**config.mk**
```make
export PLATFORM = sky130hd
export DESIGN_NAME = zhiwen_cmd_tx
export DESIGN_NICKNAME = d
export VERILOG_FILES = /design/src/rtl/zhiwen_pkg.sv /design/src/rtl/zhiwen_tx_byte.sv /design/src/rtl/zhiwen_cmd_tx.sv
export SDC_FILE = /design/constraint.sdc
export NUM_CORES = 1
export LEC_CHECK = 0
export ABC_AREA = 1
export BUFFER_PORTS_ARGS = -buffer_cell sky130_fd_sc_hd__buf_2
export CORE_MARGIN = 3
export CORE_UTILIZATION = 50
export DETAILED_ROUTE_END_ITERATION = 8
export PLACE_DENSITY = 0.74
export SLEW_MARGIN = 20
export SYNTH_ARGS = -nofsm -noshare
export SYNTH_HDL_FRONTEND = slang
export SYNTH_SLANG_ARGS = --single-unit
```
**constraint.sdc**
```tcl
create_clock -name clk -period 11.65 [get_ports clk]
set_input_delay 0.5825 -clock clk [delete_from_list [all_inputs] [get_ports clk]]
set_output_delay 0.5825 -clock clk [all_outputs]
set_load 0.01 [all_outputs]
```
**src/rtl/zhiwen_pkg.sv**
```systemverilog
// Shared constants for the fingerprint sensor link: packet framing bytes,
// instruction codes, host command encodings and the command payload table.
package zhiwen_pkg;

    localparam logic [7:0] HDR_0   = 8'hEF;
    localparam logic [7:0] HDR_1   = 8'h01;
    localparam logic [7:0] PID_CMD = 8'h01;

    localparam logic [7:0] GET_IMAGE = 8'h01;
    localparam logic [7:0] GEN_CHAR  = 8'h02;
    localparam logic [7:0] SEARCH    = 8'h04;

    localparam logic [7:0] BUF_1 = 8'h01;
    localparam logic [7:0] BUF_2 = 8'h02;

    localparam logic [15:0] SEARCH_START = 16'd0;
    localparam logic [15:0] SEARCH_COUNT = 16'd200;

    typedef enum logic [1:0] {
        CMD_GET_IMAGE = 2'd0,
        CMD_GEN_CHAR1 = 2'd1,
        CMD_GEN_CHAR2 = 2'd2,
        CMD_SEARCH    = 2'd3
    } cmd_sel_e;

    // Byte positions inside a packet; the two checksum bytes follow the payload.
    localparam int IDX_PID     = 6;
    localparam int IDX_LEN_H   = 7;
    localparam int IDX_LEN_L   = 8;
    localparam int IDX_PAYLOAD = 9;

    function automatic logic [3:0] payload_len(input cmd_sel_e sel);
        case (sel)
            CMD_GET_IMAGE: return 4'd1;
            CMD_GEN_CHAR1: return 4'd2;
            CMD_GEN_CHAR2: return 4'd2;
            default:       return 4'd6;
        endcase
    endfunction

    function automatic logic [7:0] payload_byte(input cmd_sel_e sel, input logic [2:0] k);
        logic [7:0] v;
        v = 8'h00;
        case (sel)
            CMD_GET_IMAGE: v = GET_IMAGE;
            CMD_GEN_CHAR1: v = (k == 3'd0) ? GEN_CHAR : BUF_1;
            CMD_GEN_CHAR2: v = (k == 3'd0) ? GEN_CHAR : BUF_2;
            default: begin
                case (k)
                    3'd0:    v = SEARCH;
                    3'd1:    v = BUF_1;
                    3'd2:    v = SEARCH_START[15:8];
                    3'd3:    v = SEARCH_START[7:0];
                    3'd4:    v = SEARCH_COUNT[15:8];
                    3'd5:    v = SEARCH_COUNT[7:0];
                    default: v = 8'h00;
                endcase
            end
        endcase
        return v;
    endfunction

endpackage

```
**src/rtl/zhiwen_tx_byte.sv**
```systemverilog
// UART 8N1 byte serialiser. Accepts a new byte in the last cycle of the
// previous stop bit so consecutive bytes leave the line with no gap.
module zhiwen_tx_byte
    import zhiwen_pkg::*;
#(
    parameter int BIT_CYC = 868
) (
    input  logic       clk,
    input  logic       rst,
    input  logic       byte_valid,
    input  logic [7:0] byte_data,
    output logic       byte_ready,
    output logic       byte_done,
    output logic       txd
);
    localparam int TMR_W = (BIT_CYC > 1) ? $clog2(BIT_CYC) : 1;

    logic             r_active;
    logic [TMR_W-1:0] r_tmr;
    logic [3:0]       r_bit;
    logic [9:0]       r_shift;

    logic w_bit_end;
    logic w_last;

    assign w_bit_end  = r_active && (r_tmr == TMR_W'(BIT_CYC - 1));
    assign w_last     = w_bit_end && (r_bit == 4'd9);
    assign byte_done  = w_last;
    assign byte_ready = !r_active || w_last;
    assign txd        = r_active ? r_shift[0] : 1'b1;

    // NOTE: non-blocking assignments so every register here samples pre-edge values.
    always_ff @(posedge clk) begin
        if (rst) begin
            r_active <= 1'b0;
            r_tmr    <= '0;
            r_bit    <= 4'd0;
            r_shift  <= '1;
        end else if (byte_valid && byte_ready) begin
            r_active <= 1'b1;
            r_tmr    <= '0;
            r_bit    <= 4'd0;
            r_shift  <= {1'b1, byte_data, 1'b0};
        end else if (w_last) begin
            r_active <= 1'b0;
        end else if (r_active) begin
            if (w_bit_end) begin
                r_tmr   <= '0;
                r_bit   <= r_bit + 4'd1;
                r_shift <= {1'b1, r_shift[9:1]};
            end else begin
                r_tmr <= r_tmr + TMR_W'(1);
            end
        end
    end

endmodule

```
**src/rtl/zhiwen_cmd_tx.sv**
```systemverilog
// Host-side command transmitter: builds one sensor command packet on request
// and streams it through zhiwen_tx_byte, checksum accumulated on the fly.
module zhiwen_cmd_tx
    import zhiwen_pkg::*;
#(
    parameter int          CLK_FREQ = 50_000_000,
    parameter int          BAUD     = 57600,
    parameter logic [31:0] DEV_ADDR = 32'hFFFF_FFFF
) (
    input  logic       clk,
    input  logic       rst,
    input  logic [1:0] cmd_sel,
    input  logic       cmd_start,
    output logic       busy,
    output logic       done,
    output logic       txd
);
    localparam int BIT_CYC = CLK_FREQ / BAUD;

    typedef enum logic [1:0] {ST_IDLE, ST_LOAD, ST_SEND, ST_FINISH} state_e;

    state_e      r_state;
    state_e      w_state_next;
    cmd_sel_e    r_sel;
    logic [4:0]  r_idx;
    logic [15:0] r_chk;

    logic [3:0]  w_plen;
    logic [15:0] w_len;
    logic [4:0]  w_chk_h_idx;
    logic [4:0]  w_last_idx;
    logic [4:0]  w_load_idx;
    logic [7:0]  w_byte_data;
    logic        w_byte_valid;
    logic        w_byte_ready;
    logic        w_byte_done;
    logic        w_sum_byte;

    assign w_plen      = payload_len(r_sel);
    assign w_len       = 16'(w_plen) + 16'd2;
    assign w_chk_h_idx = 5'(IDX_PAYLOAD) + 5'(w_plen);
    assign w_last_idx  = w_chk_h_idx + 5'd1;
    // r_idx is the byte on the line; the serialiser is always fed the one after it.
    assign w_load_idx  = (r_state == ST_LOAD) ? 5'd0 : r_idx + 5'd1;
    assign w_sum_byte  = (w_load_idx >= 5'(IDX_PID)) && (w_load_idx < w_chk_h_idx);

    assign busy = (r_state != ST_IDLE);
    assign done = (r_state == ST_FINISH);

    // NOTE: every always_comb output gets a default first, so no path infers a latch.
    always_comb begin
        w_state_next = r_state;
        w_byte_valid = 1'b0;
        case (r_state)
            ST_IDLE: begin
                if (cmd_start) w_state_next = ST_LOAD;
            end
            ST_LOAD: begin
                w_byte_valid = 1'b1;
                w_state_next = ST_SEND;
            end
            ST_SEND: begin
                if (w_byte_done) begin
                    if (r_idx == w_last_idx) w_state_next = ST_FINISH;
                    else                     w_byte_valid = 1'b1;
                end
            end
            ST_FINISH: w_state_next = ST_IDLE;
            default:   w_state_next = ST_IDLE;
        endcase
    end

    always_comb begin
        w_byte_data = 8'h00;
        case (w_load_idx)
            5'd0:              w_byte_data = HDR_0;
            5'd1:              w_byte_data = HDR_1;
            5'd2:              w_byte_data = DEV_ADDR[31:24];
            5'd3:              w_byte_data = DEV_ADDR[23:16];
            5'd4:              w_byte_data = DEV_ADDR[15:8];
            5'd5:              w_byte_data = DEV_ADDR[7:0];
            5'(IDX_PID):       w_byte_data = PID_CMD;
            5'(IDX_LEN_H):     w_byte_data = w_len[15:8];
            5'(IDX_LEN_L):     w_byte_data = w_len[7:0];
            default: begin
                if (w_load_idx < w_chk_h_idx)
                    w_byte_data = payload_byte(r_sel, 3'(w_load_idx - 5'(IDX_PAYLOAD)));
                else if (w_load_idx == w_chk_h_idx)
                    w_byte_data = r_chk[15:8];
                else
                    w_byte_data = r_chk[7:0];
            end
        endcase
    end

    always_ff @(posedge clk) begin
        if (rst) begin
            r_state <= ST_IDLE;
            r_sel   <= CMD_GET_IMAGE;
            r_idx   <= 5'd0;
            r_chk   <= 16'd0;
        end else begin
            r_state <= w_state_next;
            if (r_state == ST_IDLE && cmd_start) r_sel <= cmd_sel_e'(cmd_sel);
            if (w_byte_valid) r_idx <= w_load_idx;
            if (r_state == ST_LOAD)
                r_chk <= 16'd0;
            else if (w_byte_valid && w_byte_ready && w_sum_byte)
                r_chk <= r_chk + 16'(w_byte_data);
        end
    end

    zhiwen_tx_byte #(
        .BIT_CYC (BIT_CYC)
    ) u_tx_byte (
        .clk        (clk),
        .rst        (rst),
        .byte_valid (w_byte_valid),
        .byte_data  (w_byte_data),
        .byte_ready (w_byte_ready),
        .byte_done  (w_byte_done),
        .txd        (txd)
    );

endmodule

```
==> summary.md <==
| Metric | Value |
|---|---|
| Status | `finished, final reports clean` |
| Hold slack | `0.489 ns` |
| Number of enable flip-flop cells after synthesis | `0` |
| Worst skew pair latency | `0.31 ns` |
| I/O pin cnt | `8` |
| Post-synth top area cell | `dfxtp_1` |
| # Post-CTS Setup Buffers | `0` |
| Synth Flop Type | `dfxtp_1` |
| Post-CTS Resized | `0` |
| Max VDD drop | `0.109 mV` |
| Clk Tree Root Cell | `clkbuf_8` |
| Tmin final | `4.35 ns` |
| Share of layout cells above drive strength 1 | `9.09%` |
| Clock skew | `0.0133 ns` |
| 1st-iter DRT viols | `237` |
| Worst Tran Pin Value | `0.720 ns` |
| Worst setup path class | `reg2reg` |
| Top sig layer | `met4` |
| Clk sinks | `49` |
| Crit path capture type | `flop` |
| Most common cell in the netlist | `nand2_1` |
| Area after DPL | `3920 um2` |
| Pins Over Slew Limit | `0` |
| Type of origin of the critical path | `flop` |
| Vias/cell | `5.37` |
| Hold-fix buffer count after cts | `0` |
| Clk slew on worst S/H paths | `0.10 ns` |
| Largest net degree at the start of global routing | `25` |
| Vias in the first global route | `3,476` |
| CTS Buf Count | `5` |
| Fin util | `54.7%` |
| Synth warnings | `0` |
| Setup slack after layout | `7.30 ns` |
| Routed wl met2 | `4280 um` |
| Final setup viols | `0` |
| Die H | `93.4 um` |
| Relative slew slack | `51.8%` |
| Power Total | `0.813 mW` |
| Initial antenna violation count | `0` |
| DRC viols | `0` |
| Endpoints failing hold | `0` |
| First-pass GRT wire length | `15,600 um` |
| Port bufs | `7` |
| WL met1 | `4120 um` |
| CP max FO | `16` |
| Nets | `635` |
| Tot GR Track Use | `21.7%` |
| Routed Antenna Nets | `0` |
| Syn avg cell area | `6.36 um2` |
| Final instance area | `4010 um2` |
| Rows | `31` |
| CORE AREA | `7330 um2` |
| Top cell type's share of synthesized area | `25.7%` |
| Hold Path Class | `reg2reg` |
| Area contributors post-synth | `dfxtp_1, nand2_1, ha_1, inv_1, nand3_1` |
| Fmax | `0.230 GHz` |
| Final wirelength | `8980 um` |
| CTS tree | `yes` |
| Cell variety after synth | `42` |
| GP Congestion | `0.957` |
| WP data required | `11.88 ns` |
| WP data arrival | `4.58 ns` |
| Die ar. | `8710 um2` |
| CTS H-tree lvls | `2` |
| Dpl cells | `696` |
| Wire per inst | `12.7 um` |
| Period utilization | `37.3%` |
| Synth async-reset ratio | `0%` |
| Bufs on Longest Clock Path | `2` |
| P_leak | `1.93 nW` |
| Most common library cells after synthesis | `nand2_1, inv_1, nor2_1, dfxtp_1, nand3_1` |
| Max-cap check violation count | `0` |
| Post-Syn Instances | `600` |
| RSZ-0062 raised after global routing | `no` |
| Pre-Repair DR Iteration Count | `5` |
| Ant diodes | `0` |
| Setup TNS | `0 ns` |
| GRT overflow | `0` |
| Via count | `3,779` |
| Filler cells | `711` |
| Post-DP HPWL | `7120 um` |
| DP Worst Slack | `7.42 ns` |
| Area grow syn2layout | `5.08%` |
| Synth Register Bits | `49` |
| Pwr dens | `203 nW/um2` |
| Nets in the synthesized netlist | `631` |
| Seq/Total Area, Yosys | `25.7%` |
| Die W | `93.4 um` |
| Mapped Area | `3810 um2` |
| DR WL met3 | `436 um` |
| Post-Layout Cell Count | `704` |
| Initial Utilization | `52.0%` |
-- state kept, by name, summed over array words and instances, names as in the netlist --
name / cells
u_tx_byte.r_shift: 9
u_tx_byte.r_bit: 4
u_tx_byte.r_active: 1
r_chk: 16
u_tx_byte.r_tmr: 10
r_sel: 2
r_idx: 5
r_state: 2
-- metal layers --
| layer | vias up | global-route usage, % |
|---|---|---|
| li1 | 1951 | - |
| met4 | 0 | 5.13 |
| met1 | 1716 | 28.6 |
| met2 | 99 | 37.2 |
| met3 | 13 | 3.22 |
| met5 | - | 0 |
-- worst max-delay path, cell delays in order, from the launching register on --
cell and delay (ns):
dfxtp_1 0.34, inv_1 0.12, ha_1 0.33, inv_4 0.10, nand3_1 0.19, inv_1 0.09
ha_1 0.30, nand2_1 0.07, nor2_1 0.13, nand3_1 0.37, o21ai_0 0.30, nand2_1 0.07
nand2_1 0.06, nand3_1 0.09, and2_1 0.16, ha_1 0.24, fa_1 0.44, nand3_1 0.11
nand3_1 0.13, nand2_1 0.09, nand3_1 0.12, nand2_1 0.09, nand2_1 0.05, nand2_1 0.06
nand4_1 0.09, a21oi_1 0.14
-- path summary, 6_finish.rpt --
kind / cells past startpoint / slack (ns) / endpoint / start
worst max-delay path: 25 / 7.30 / r_chk[10] / r_state[1]
worst min-delay path: 2 / 0.49 / u_tx_byte.r_bit[3] / u_tx_byte.r_bit[3]
worst min register to register: 2 / 0.49 / u_tx_byte.r_bit[3] / u_tx_byte.r_bit[3]
worst max register to register: 25 / 7.30 / r_chk[10] / r_state[1]
-- power breakdown --
part           leakage [nW]  switching (mW)  internal (mW)
Combinational          1.49           0.330          0.158
Clock                0.0452          0.0642         0.0439
Sequential            0.397          0.0237          0.193
-- cell families after synthesis --
group / synth area share [%]
AOI/OAI and AO/OA: 11.6
xor gates and xnor gates: 2.07
adders and majority gates: 8.72
buffers and inverters: 10.2
DFF: 25.7
other: 0.0983
and+or+nand+nor: 41.5
-- cell type report --
class                      count  area [um2]  area share (%)
clock buffer                   5        68.8            1.72
clock inverter                 3        25.0           0.624
inverter                      87         332            8.27
multi-input combinational    454        2440            61.0
sequential                    49         981            24.5
tap                           99         124            3.09
timing repair buffer           7        35.0           0.874
-- cell usage in the layout (no fill, tap or decap), types with 2 or more instances in the layout --
master,Yosys,routed
a21oi_1,36,36
buf_2,5,7
o211ai_1,7,7
inv_2,5,5
inv_1,79,79
xor2_1,7,7
nand3_4,2,2
nand2_4,3,3
nor3_1,7,7
nor4_1,2,2
xnor2_1,2,2
or2_2,7,7
nand3_1,44,44
nor2_1,51,51
nor3b_1,2,2
nand2_1,173,173
and2_1,4,4
inv_4,2,2
o21ai_0,27,27
nor2_4,5,5
dfxtp_1,49,49
inv_6,0,2
clkbuf_8,0,5
nor3_2,2,2
o21ai_1,6,6
nand4_1,20,20
nand3_2,3,3
nand2_2,7,7
ha_1,25,25
nor2_2,2,2
(Power assumes the default switching activity.)
